`src/rtl/iob_bus_merge2_pkg.sv`:
```
// Shared definitions for the two-master IOb bus merge: FSM encoding, master ids,
// and the round-robin pick used by the arbiter.
package iob_bus_merge2_pkg;

  localparam int unsigned MID_W = 1;

  typedef enum logic [0:0] {
    ST_IDLE    = 1'b0,
    ST_WAIT_RD = 1'b1
  } state_t;

  localparam logic [MID_W-1:0] MID_M0 = 1'b0;
  localparam logic [MID_W-1:0] MID_M1 = 1'b1;

  // Round-robin pick: a lone requester wins; on a tie the master not granted last wins.
  function automatic logic [MID_W-1:0] rr_pick(input logic             req0,
                                               input logic             req1,
                                               input logic [MID_W-1:0] last);
    if (req0 && req1) begin
      return (last == MID_M0) ? MID_M1 : MID_M0;
    end else if (req1) begin
      return MID_M1;
    end else begin
      return MID_M0;
    end
  endfunction

endpackage

```
`src/rtl/iob_reg.sv`:
```
// Generic register with synchronous active-high reset and clock enable.
// Reset takes effect regardless of the clock enable.
module iob_reg #(
  parameter int unsigned        DATA_W  = 1,
  parameter logic [DATA_W-1:0]  RST_VAL = '0
) (
  input  logic              clk_i,
  input  logic              rst_i,
  input  logic              cke_i,
  input  logic [DATA_W-1:0] data_i,
  output logic [DATA_W-1:0] data_o
);

  // Hold value unless reset or enabled.
  always_ff @(posedge clk_i) begin
    if (rst_i) begin
      data_o <= RST_VAL;
    end else if (cke_i) begin
      data_o <= data_i;
    end
  end

endmodule

```
`src/rtl/iob_bus_merge2.sv`:
```
// Merges two IOb native masters (m0 instruction, m1 data) onto a single slave
// port. One transaction in flight: writes finish in the acceptance cycle, reads
// park the FSM in WAIT_RD until the slave returns rvalid.
module iob_bus_merge2
  import iob_bus_merge2_pkg::*;
#(
  parameter int unsigned ADDR_W = 32,
  parameter int unsigned DATA_W = 32
) (
  input  logic                clk_i,
  input  logic                rst_i,
  input  logic                cke_i,

  input  logic                m0_avalid,
  input  logic [ADDR_W-1:0]   m0_addr,
  input  logic [DATA_W-1:0]   m0_wdata,
  input  logic [DATA_W/8-1:0] m0_wstrb,
  output logic [DATA_W-1:0]   m0_rdata,
  output logic                m0_rvalid,
  output logic                m0_ready,

  input  logic                m1_avalid,
  input  logic [ADDR_W-1:0]   m1_addr,
  input  logic [DATA_W-1:0]   m1_wdata,
  input  logic [DATA_W/8-1:0] m1_wstrb,
  output logic [DATA_W-1:0]   m1_rdata,
  output logic                m1_rvalid,
  output logic                m1_ready,

  output logic                s_avalid,
  output logic [ADDR_W-1:0]   s_addr,
  output logic [DATA_W-1:0]   s_wdata,
  output logic [DATA_W/8-1:0] s_wstrb,
  input  logic [DATA_W-1:0]   s_rdata,
  input  logic                s_rvalid,
  input  logic                s_ready,

  output logic                busy_o
);

  state_t           state_q, state_d;
  logic [0:0]       state_raw;
  logic [MID_W-1:0] owner_q, owner_d;
  logic [MID_W-1:0] last_q, last_d;
  logic [MID_W-1:0] gnt;

  // FSM state register.
  iob_reg #(.DATA_W(1), .RST_VAL(1'b0)) u_state_reg (
    .clk_i  (clk_i),
    .rst_i  (rst_i),
    .cke_i  (cke_i),
    .data_i (state_d),
    .data_o (state_raw)
  );

  assign state_q = state_t'(state_raw);

  // Id of the master whose read is outstanding.
  iob_reg #(.DATA_W(MID_W), .RST_VAL(MID_M0)) u_owner_reg (
    .clk_i  (clk_i),
    .rst_i  (rst_i),
    .cke_i  (cke_i),
    .data_i (owner_d),
    .data_o (owner_q)
  );

  // Last accepted master; resets to m1 so m0 wins the first tie.
  iob_reg #(.DATA_W(MID_W), .RST_VAL(MID_M1)) u_last_reg (
    .clk_i  (clk_i),
    .rst_i  (rst_i),
    .cke_i  (cke_i),
    .data_i (last_d),
    .data_o (last_q)
  );

  // Read data is broadcast; only rvalid qualifies it.
  assign m0_rdata = s_rdata;
  assign m1_rdata = s_rdata;

  // Arbitration, request/response routing and next-state logic.
  always_comb begin
    state_d   = state_q;
    owner_d   = owner_q;
    last_d    = last_q;
    gnt       = rr_pick(m0_avalid, m1_avalid, last_q);
    s_avalid  = 1'b0;
    s_addr    = '0;
    s_wdata   = '0;
    s_wstrb   = '0;
    m0_ready  = 1'b0;
    m1_ready  = 1'b0;
    m0_rvalid = 1'b0;
    m1_rvalid = 1'b0;
    busy_o    = 1'b0;

    case (state_q)
      ST_IDLE: begin
        if (m0_avalid || m1_avalid) begin
          s_avalid = 1'b1;
          if (gnt == MID_M1) begin
            s_addr   = m1_addr;
            s_wdata  = m1_wdata;
            s_wstrb  = m1_wstrb;
            m1_ready = s_ready;
          end else begin
            s_addr   = m0_addr;
            s_wdata  = m0_wdata;
            s_wstrb  = m0_wstrb;
            m0_ready = s_ready;
          end
          // Accepted: remember the winner; reads wait for their response.
          if (s_ready) begin
            last_d = gnt;
            if (s_wstrb == '0) begin
              state_d = ST_WAIT_RD;
              owner_d = gnt;
            end
          end
        end
      end

      ST_WAIT_RD: begin
        busy_o = 1'b1;
        if (owner_q == MID_M1) begin
          m1_rvalid = s_rvalid;
        end else begin
          m0_rvalid = s_rvalid;
        end
        if (s_rvalid) begin
          state_d = ST_IDLE;
        end
      end

      default: begin
        state_d = ST_IDLE;
      end
    endcase
  end

endmodule

```
`config.mk`:
```
export PLATFORM = sky130hd
export DESIGN_NAME = iob_bus_merge2
export DESIGN_NICKNAME = d
export VERILOG_FILES = /design/src/rtl/iob_bus_merge2_pkg.sv /design/src/rtl/iob_reg.sv /design/src/rtl/iob_bus_merge2.sv
export SDC_FILE = /design/constraint.sdc
export NUM_CORES = 1
export LEC_CHECK = 0
export ABC_AREA = 1
export BUFFER_PORTS_ARGS = -buffer_cell sky130_fd_sc_hd__buf_4
export CORE_AREA = 2 2 122 124
export CTS_CLUSTER_SIZE = 16
export DETAILED_ROUTE_END_ITERATION = 8
export DIE_AREA = 0 0 124 126
export SYNTH_ARGS = -nofsm -noshare
export SYNTH_HDL_FRONTEND = slang
export SYNTH_SLANG_ARGS = --single-unit
```
`constraint.sdc`:
```
create_clock -name clk_i -period 1.6 [get_ports clk_i]
set_input_delay 0.08 -clock clk_i [delete_from_list [all_inputs] [get_ports clk_i]]
set_output_delay 0.08 -clock clk_i [all_outputs]
set_load 0.05 [all_outputs]
```
==> results of run 1 <==
cells by family (layout without fill, tap and decap cells):
kind of cell | count (synthesis) | in the layout | share of synthesized area [%]
AND/OR/NAND/NOR | 156 | 156 | 36.2
buffers and inverters | 97 | 250 | 38.8
AO/OA/AOI/OAI | 72 | 72 | 21.5
flip-flops | 3 | 3 | 3.58
cells in the mapped netlist (all sizes together):
cell type and count:
inv 12, o21ai 67, clkbuf 3, nor3 4, nand2 12, nor2 135
buf 82, a21oi 5, dfxtp 3, nand3 5
per-stage QoR:
stage / TNS (ns) / util [%]
after floorplan: -0.714 / -
after global placement: 0 / 23.0
after detailed placement: 0 / 23.0
after CTS: -0.0651 / 23.9
after global routing: -0.00234 / 25.6
final: 0 / 25.6
metal layers:
metal	wire length, um	share of wire [%]	vias to the layer above
met5	0	0	-
met4	192	2.2	0
met3	919	11	30
met2	4160	48	162
met1	3360	39	1043
li1	-	-	1281
flip-flops by register name, indices dropped and copies added (netlist names):
name                flops
u_last_reg.data_o       1
u_owner_reg.data_o      1
u_state_reg.data_o      1
cell type report:
type / instances / area, um2
clock buffers: 4 / 78.8
well taps: 184 / 230
inverters: 12 / 50.0
multi-input cells: 228 / 1250
fillers: 1603 / 10600
flip-flops and latches: 3 / 61.3
repair buffers: 234 / 2000
where the power goes:
part / switching (mW) / total [mW] / internal, mW
Combinational: 1.11 / 1.82 / 0.708
Clock: 0.0795 / 0.409 / 0.330
Sequential: 0.00241 / 0.0807 / 0.0783
repair_timing:
action / CTS / global route
pin swaps: 1 / 1
buffers inserted: 0 / 5
cloned: 0 / 4
setup endpoints to repair: 35 / 69
resized for setup: 14 / 36
worst reg2reg max path, cell delays in order, from the launching register on:
cell and delay [ns]:
dfxtp_2 0.32, nand2_4 0.09, nand2_8 0.08, buf_12 0.16, nand2_1 0.10, nand2_1 0.05, nor2_1 0.10, nand3_1 0.13
nor2_1 0.11, nor2_1 0.05
worst min path at each step:
stage / startpoint / to / slack (ns) / cells after the start
after floorplan: rst_i / u_state_reg.data_o$_SDFFE_PP0P_ / 0.15 / 1
after global placement: s_rdata[20] / m0_rdata[20] / 0.16 / 0
after detailed placement: s_rdata[20] / m0_rdata[20] / 0.16 / 0
after CTS: rst_i / u_state_reg.data_o$_SDFFE_PP0P_ / 0.04 / 2
after global routing: rst_i / u_state_reg.data_o$_SDFFE_PP0P_ / 0.04 / 2
final: rst_i / u_state_reg.data_o$_SDFFE_PP0P_ / 0.03 / 2
layout by cell type (no fill, tap or decap), types with 2 or more instances in the layout:
cell type  netlist  routed
buf_4           69     203
o21ai_1         40      49
buf_6            2      19
nor3_2           0       2
nand2_1         11      10
nor2_1         134      68
clkbuf_16        0       7
nor3_4           0       2
a21oi_1          5       5
nand3_1          5       5
nor2_2           0      57
inv_1            9       9
o21ai_0         27      13
nor2_4           1      10
dfxtp_1          3       2
o21ai_2          0       5
buf_12           0       8
inv_2            3       2
==> results.md, run 1 <==
* GRT busiest layer: met2
* Final period util at between 90% and 100%
* Slew headroom at 84.3%
* Leak at between 1.5 and 2 nW
* Yosys Warn Count at 0
* Startpoint types: flop
* Cells after synthesis at 328
* Crit path time final at 1.55 ns
* Final HPWL DP at approximately 6400 um
* Max Cap Viol at 0
* Ports at between 300 and 400
* Critical Path End: s_wdata[22]
* Detail Route Antenna Nets at 0
* Post-route cell area at ~3700 um2
* Root buf cell: clkbuf_16
* Post-synthesis net count at between 500 and 600
* CP Buf/Inv Count at 3
* R2r endpoint: u_owner_reg.data_o$_SDFFE_PP0P_
* Mean post-synth cell area at 5.12 um2
* Mapped cell area at approximately 1700 um2
* Global routing usage on met3 at under 10%
* M1 GR Usage at under 10%
* Die area at 15600 um2
* Hold Violations, Final at 0
* CTS Buf Count at 3
* Port bufs at about 220
* Fmax at around 650 MHz
* Die H at about 130 um
* Hold-fix buffers at CTS at 0
* WP depth at 7
* Worst skew pair latency at about 0.23 ns
* Crit path kind: reg2out
* RSZ-0062 raised after global routing: true
* Fraction of layout cells with a size suffix above 1 at 66.3%
* CP endpoint kind: primary output
* Drt pass-1 iters at 4
* Share of the synthesized area in the top cell type at between 30% and 40%
* Flop2flop setup slack at ~0.29 ns
* Clock Sinks at 3
* Setup Skew at around 0.00085 ns
* Seq cells post-synth at 3
* Initial Util at between 10% and 20%
* Largest net degree at the start of global routing at 39
* Via density at ~3.8
* Reg clk slew, reported paths at 0.03 ns
* CTS tree: yes
* Grt ovf at 0
* Number of unique standard cell types used by synthesis at 17
* Final WS setup at 0.0506 ns
* CTS Buffer Depth at 2
* Final setup fails at 0
* Tot Pwr at roughly 2.3 mW
* Initial antenna violation count at 0
* Placed Area at 3290 um2
* Vias in the first global route at between 2000 and 2500
* Reg2Reg Depth at 9
* Core area at 14300 um2
* Drt initial violations at between 40 and 50
* GRT Overall Usage at under 10%
* Row cnt at 44
* Crit-path cells: nand2_4 > nand2_8 > buf_4 > clkbuf_16 > nor2_1 > nor2_4 > buf_4
* WL per Instance at 13.0 um
* Cell taking the most area after synthesis: buf_4
* H-Tree Depth at 1
* Nets at roughly 660
* # diodes at 0
* Power Dens Cells at 630 nW/um2
* Layout Cells excl Fill at between 600 and 700
* First-pass GRT wire length at around 11000 um
* Worst hold margin at around 0.035 ns
* CP startpoint: u_last_reg.data_o$_SDFFE_PP1P_
* Cell family contributing the most delay on the critical path: buffers and inverters
* # DRC at 0
* Max-slew violation count at 0
* Dpl ws at 0.132 ns
* Worst EP required at approximately 1.5 ns
* CP max stage cell: dfxtp_2
* Reg-to-reg critical path startpoint: u_last_reg.data_o$_SDFFE_PP1P_
* Routability Congestion at 0.726
* Dpl cells at approximately 650
* Global routing met2 resource utilization at between 10% and 20%
* Status: finished clean
* Routed via count at 2516
* Chip width at around 120 um
* Main area contributors after synthesis: buf_4, nor2_1, o21ai_1
* Area delta synth->final at 119%
* Cell mode on critical path: buf_4
* Final wirelength at approximately 8600 um
* Worst stage delay on the critical path at approximately 0.32 ns
* Least-Margin Pin Slew at around 0.23 ns
* Hold WC Path Type: in2reg
* Crit Path Max Fanout at 16
* CP arrival at around 1.5 ns
* Sequential fraction of the synthesis area at 3.58%
* VDD IR-drop max at about 0.27 mV
No activity file was read; power rests on OpenSTA's default activity.
==> run 2: changes to the inputs <==
- CORE_AREA: 2 2 122 124 -> 2 2 123 125
- DIE_AREA: 0 0 124 126 -> 0 0 125 127
- SYNTH_HIERARCHICAL: default -> 1
==> results.md, run 2 <==
* Global routing usage on met3 at under 10%
* Area delta synth->final at 112%
* Seq cells post-synth at 3
* Fmax at 645 MHz
* Post-synthesis net count at 521
* P_sw at roughly 1.3 mW
* Flop2flop setup slack at about 0.17 ns
* First-pass GRT wire length at around 13000 um
* Drt pass-1 iters at 4
* Crit Path Max Fanout at 17
* Hold WC Path Type: in2reg
* Fraction of layout cells with a size suffix above 1 at 64.2%
* Yosys Warn Count at 6
* Reg2Reg Depth at 13
* H-Tree Depth at 1
* Nets at 673
* Cells after synthesis at roughly 350
* Power Dens Cells at between 600 and 700 nW/um2
* Internal at around 1.2 mW
* Async SR Flop Fraction at 0%
* Die H at roughly 130 um
* Global routing met2 resource utilization at about 17%
* WL per Instance at 13.5 um
* Row cnt at 44
* Core area at between 10000 and 15000 um2
* Crit path time final at 1.55 ns
* Leak at approximately 1.8 nW
* Largest net degree at the start of global routing at 42
* Vias in the first global route at 2591
* Dpl ws at around 0.11 ns
* RSZ-0062 raised after global routing: true
* CP arrival at 1.47 ns
* Share of the synthesized area in the top cell type at between 30% and 40%
* R2r endpoint: u_owner_reg/data_o$_SDFFE_PP0P_
* Placed Area at between 3000 and 4000 um2
* Max-slew violation count at 0
* Routability Congestion at slightly above 0.8
* Mapped cell area at 1760 um2
* Post-route cell area at between 3000 and 4000 um2
* Worst hold start: rst_i
* # diodes at 0
* Clock share of power at between 10% and 20%
* Drt initial violations at 84
* Post-synth EDFFs at 0
* Least-Margin Pin Slew at 0.325 ns
* Most frequent cells in the layout: buf_4, nor2_1, nor2_2
* Main area contributors after synthesis: buf_4, nor2_1, o21ai_0
* CTS tree: yes
* Final setup fails at 0
* Final wirelength at between 9000 and 10000 um
* Hold Path End: u_last_reg/data_o$_SDFFE_PP1P_
* Initial Util at approximately an eighth
* CTS Buf Count at 3
* Hold Crit Depth at 3
* Synth cell count leaders: nor2_1, buf_4, o21ai_0
* Leading cell type in the layout, fill and taps excluded: buf_4
* # DRC at 0
* CP endpoint kind: primary output
* GRT Overall Usage at 9.70%
* Final Util at between 20 and 30%
* Grt ovf at 0
* Startpoint types: flop
* Root buf cell: clkbuf_16
* Total negative slack at 0 ns
* Chip width at about 130 um
* Worst hold margin at about 0.09 ns
* Gate power share at around 80%
* Port bufs at ~220
* GRT busiest layer: met2
* Sequential fraction of the synthesis area at ~3.4%
* Final WS setup at 0.0486 ns
* Ports at about 310
* VDD IR-drop max at ~0.54 mV
* Routed via count at around 2700
* CTS Buffer Depth at 2
* Reg-to-reg critical path startpoint: u_last_reg/data_o$_SDFFE_PP1P_
* Setup Skew at between 0.002 and 0.003 ns
* Flop pwr share at 3.5%
* Final HPWL DP at approximately 6400 um
* Slew headroom at between 70% and 80%
* Dpl cells at roughly 670
* Reg clk slew, reported paths at approximately 0.03 ns
* Cell taking the most area after synthesis: buf_4
* Die area at 15900 um2
* Most numerous cell in the Yosys netlist: nor2_1
* Worst EP required at between 1.5 and 2 ns
* Layout Cells excl Fill at a little under 700
* Via density at 3.92
* Number of unique standard cell types used by synthesis at 19
* Status: finished clean
* Mean post-synth cell area at between 5 and 6 um2
* Tot Pwr at 2.51 mW
* Hold Violations, Final at 0
* Clock Sinks at 3
* Crit path kind: reg2out
* Detail Route Antenna Nets at 0
* Initial antenna violation count at 0
* Worst skew pair latency at between 0.2 and 0.25 ns
* Ys flop type: dfxtp_1
* Final period util at a little over nine tenths
* Biggest regs: u_last_reg/data_o: 1 flops, u_owner_reg/data_o: 1 flops, u_state_reg/data_o: 1 flops
* M1 GR Usage at 10.9%
* Sw Ratio at 52.4%
* Max Cap Viol at 0
run 2: cell count changes after synthesis, moves of 2 or more:
| cell | previous run | this run |
|---|---|---|
| nor2_2 | 0 | 3 |
| o21ai_0 | 27 | 35 |
| inv_1 | 9 | 13 |
| o21ai_1 | 40 | 31 |
| buf_2 | 10 | 7 |
| buf_4 | 69 | 71 |
| inv_2 | 3 | 1 |
| nand2_1 | 11 | 22 |
| a21oi_1 | 5 | 2 |
| nand2_2 | 1 | 3 |
| nor3_1 | 4 | 0 |
| nor2_1 | 134 | 140 |
run 2: power by group through the flow:
stage,logic [mW],clock network [mW],registers [mW]
after global placement,1.82,0,0.0882
after floorplan,1.59,0,0.0915
after detailed placement,1.82,0,0.0881
final,2.01,0.413,0.0878
after CTS,1.89,0.416,0.0875
after global routing,2.13,0.429,0.0891
run 2: what timing repair did:
item,in CTS,in global routing
gates cloned,1,5
hold buffers,0,0
pin swaps,2,4
setup endpoints to repair,65,49
buffers inserted,4,1
gates resized for setup,24,48
run 2: worst max-delay path by stage:
stage	startpoint	end	slack (ns)	cells past startpoint
floorplan	u_state_reg/data_o$_SDFFE_PP0P_	s_wstrb[0]	-0.19	4
global placement	u_last_reg/data_o$_SDFFE_PP1P_	s_wdata[31]	0.13	7
detailed placement	u_last_reg/data_o$_SDFFE_PP1P_	s_wdata[27]	0.11	7
CTS	u_state_reg/data_o$_SDFFE_PP0P_	s_wdata[31]	-0.004	5
global route	u_last_reg/data_o$_SDFFE_PP1P_	s_addr[21]	-0.02	7
finish	u_last_reg/data_o$_SDFFE_PP1P_	s_addr[21]	0.05	7
run 2: cells by family after synthesis:
logic type / share of synthesized area (%)
simple gates: 39.4
buf+inv: 37.9
compound gates: 19.3
flops: 3.41
run 2: final cells by class:
class / count / area (um2)
Timing Repair Buffer: 232 / 2040
Inverter: 14 / 55.1
Tap cell: 184 / 230
Multi-Input combinational cell: 244 / 1270
Sequential cell: 3 / 62.6
Clock buffer: 4 / 78.8
Fill cell: 1627 / 10700
run 2: metal layers:
metal,vias up,wire length (um)
li1,1324,-
met1,1152,3620
met2,174,4530
met3,21,836
met4,0,194
met5,-,0
run 2: critical path, cell delays in order, from the launching register on:
cell       delay [ns]
dfxtp_2          0.32
nand2_2          0.08
nand2_4          0.09
buf_8            0.15
clkbuf_16        0.18
o21ai_0          0.20
nor2_2           0.05
buf_6            0.15
==> run 3: changes to the inputs <==
- CTS_BUF_LIST: default -> sky130_fd_sc_hd__clkbuf_2 sky130_fd_sc_hd__clkbuf_4 sky130_fd_sc_hd__clkbuf_8
==> results.md, run 3 (synthesis results as in run 2) <==
* Status: finished clean
* CTS Buf Count at 3
* Initial antenna violation count at 0
* Core area at roughly 14000 um2
* Fmax at 650 MHz
* Worst skew pair latency at about 0.22 ns
* Worst hold start: rst_i
* Root buf cell: clkbuf_8
* Drt pass-1 iters at 4
* Fraction of layout cells with a size suffix above 1 at around 64%
* Hold Violations, Final at 0
* Drt initial violations at 77
* Detail Route Antenna Nets at 0
* GRT Overall Usage at 9.80%
* Final Util at between 20% and 30%
* Worst EP required at between 1.5 and 2 ns
* Chip width at between 100 and 150 um
* CTS Buffer Depth at 2
* Nets at ~670
* Reg-to-reg critical path startpoint: u_last_reg/data_o$_SDFFE_PP1P_
* Ports at between 300 and 400
* Least-Margin Pin Slew at roughly 0.32 ns
* Die area at between 15000 and 20000 um2
* Reg2Reg Depth at 13
* Crit path kind: reg2out
* Port bufs at between 200 and 250
* CP startpoint: u_state_reg/data_o$_SDFFE_PP0P_
* Row cnt at 44
* Total negative slack at 0 ns
* Routed via count at roughly 2700
* Worst hold margin at 0.0974 ns
* Hold WC Path Type: in2reg
* RSZ-0062 raised after global routing: true
* Startpoint types: flop
* Reg clk slew, reported paths at about 0.030 ns
* CTS tree: yes
* Routability Congestion at 0.814
* Grt ovf at 0
* R2r endpoint: u_owner_reg/data_o$_SDFFE_PP0P_
* Leading cell type in the layout, fill and taps excluded: buf_4
* First-pass GRT wire length at approximately 13000 um
* Vias in the first global route at 2628
* VDD IR-drop max at approximately 0.39 mV
* Flop pwr share at 3.8%
* # diodes at 0
* Max Cap Viol at 0
* Final wirelength at 9060 um
* H-Tree Depth at 1
* # DRC at 0
* Clock share of power at about a tenth
* Slew headroom at about four fifths
* Critical Path End: s_wstrb[3]
* Max-slew violation count at 0
* Largest net degree at the start of global routing at 42
* Final HPWL DP at 6350 um
* Internal at around 1.0 mW
* CP arrival at ~1.5 ns
* Sw Ratio at between 50% and 60%
* Most frequent cells in the layout: buf_4, nor2_1, nor2_2
* Crit Path Max Fanout at 25
* Crit path time final at around 1.5 ns
* Leak at around 1.8 nW
* P_sw at between 1 and 1.5 mW
* Via density at roughly 3.9
* Area delta synth->final at 110%
* Clock Sinks at 3
* Die H at ~130 um
* CP endpoint kind: primary output
* WL per Instance at 13.3 um
* Biggest regs: u_last_reg/data_o: 1 flops, u_owner_reg/data_o: 1 flops, u_state_reg/data_o: 1 flops
* Final setup fails at 0
* Final period util at between 90% and 100%
* Initial Util at 12.2%
* Power Dens Cells at 630 nW/um2
* Gate power share at between 80% and 90%
* Setup Skew at about 0.0015 ns
* Flop2flop setup slack at roughly 0.16 ns
[run 3: changes by cell type in the layout (fill, tap and decap cells not counted), sizes merged]
cell,delta
buf,+2
clkbuf,-1
[run 3: final cells by class]
cell class / instances / area [um2]
Fill cell: 1638 / 10700
Timing Repair Buffer: 233 / 2020
Multi-Input combinational cell: 244 / 1270
Tap cell: 184 / 230
Sequential cell: 3 / 62.6
Inverter: 14 / 55.1
Clock buffer: 4 / 48.8
[run 3: metal layers]
layer	routed length (um)	GRT usage [%]
met3	830	2.81
met4	212	3.99
met1	3580	11.0
met2	4450	17.5
met5	0	0
[run 3: what timing repair did]
| action | 4_1_cts | 5_1_grt |
|---|---|---|
| endpoints found under the setup margin | 65 | 48 |
| hold buffers | 0 | 0 |
| gates resized for setup | 21 | 44 |
| cloned | 1 | 5 |
| hold endpoints to repair | 0 | 0 |
| buffers inserted | 4 | 2 |
| pin swaps | 2 | 4 |
[run 3: metrics by stage]
step           std cells  setup slack [ns]  power, mW  area, um2
2_1_floorplan        346            -0.192       1.68       1960
5_1_grt              682           -0.0241       2.47       3690
3_5_place_dp         667             0.111       1.91       3320
6_report             682            0.0614       2.32       3690
4_1_cts              676          -0.00990       2.23       3500
3_3_place_gp         667             0.131       1.91       3320
[run 3: worst min path at each step]
| stage | slack, ns | to | cells past startpoint |
|---|---|---|---|
| after global placement | 0.16 | m0_rdata[24] | 0 |
| after CTS | 0.09 | u_last_reg/data_o$_SDFFE_PP1P_ | 3 |
| after global routing | 0.10 | u_last_reg/data_o$_SDFFE_PP1P_ | 3 |
| after detailed placement | 0.16 | m0_rdata[24] | 0 |
| after floorplan | 0.19 | u_last_reg/data_o$_SDFFE_PP1P_ | 2 |
| final | 0.1 | u_last_reg/data_o$_SDFFE_PP1P_ | 3 |
[run 3: worst max-delay path: stages, from the launching register on]
cell and delay (ns):
dfxtp_2 0.35, nor2_4 0.14, buf_12 0.12, buf_12 0.15, inv_1 0.11, nor2_1 0.15
buf_4 0.21
[run 3: power by group through the flow]
stage               clock, mW  sequential, mW  combinational (mW)
floorplan                   0          0.0915                1.59
global placement            0          0.0882                1.82
detailed placement          0          0.0881                1.82
CTS                     0.253          0.0875                1.89
global route            0.266          0.0890                2.12
finish                  0.247          0.0878                1.99
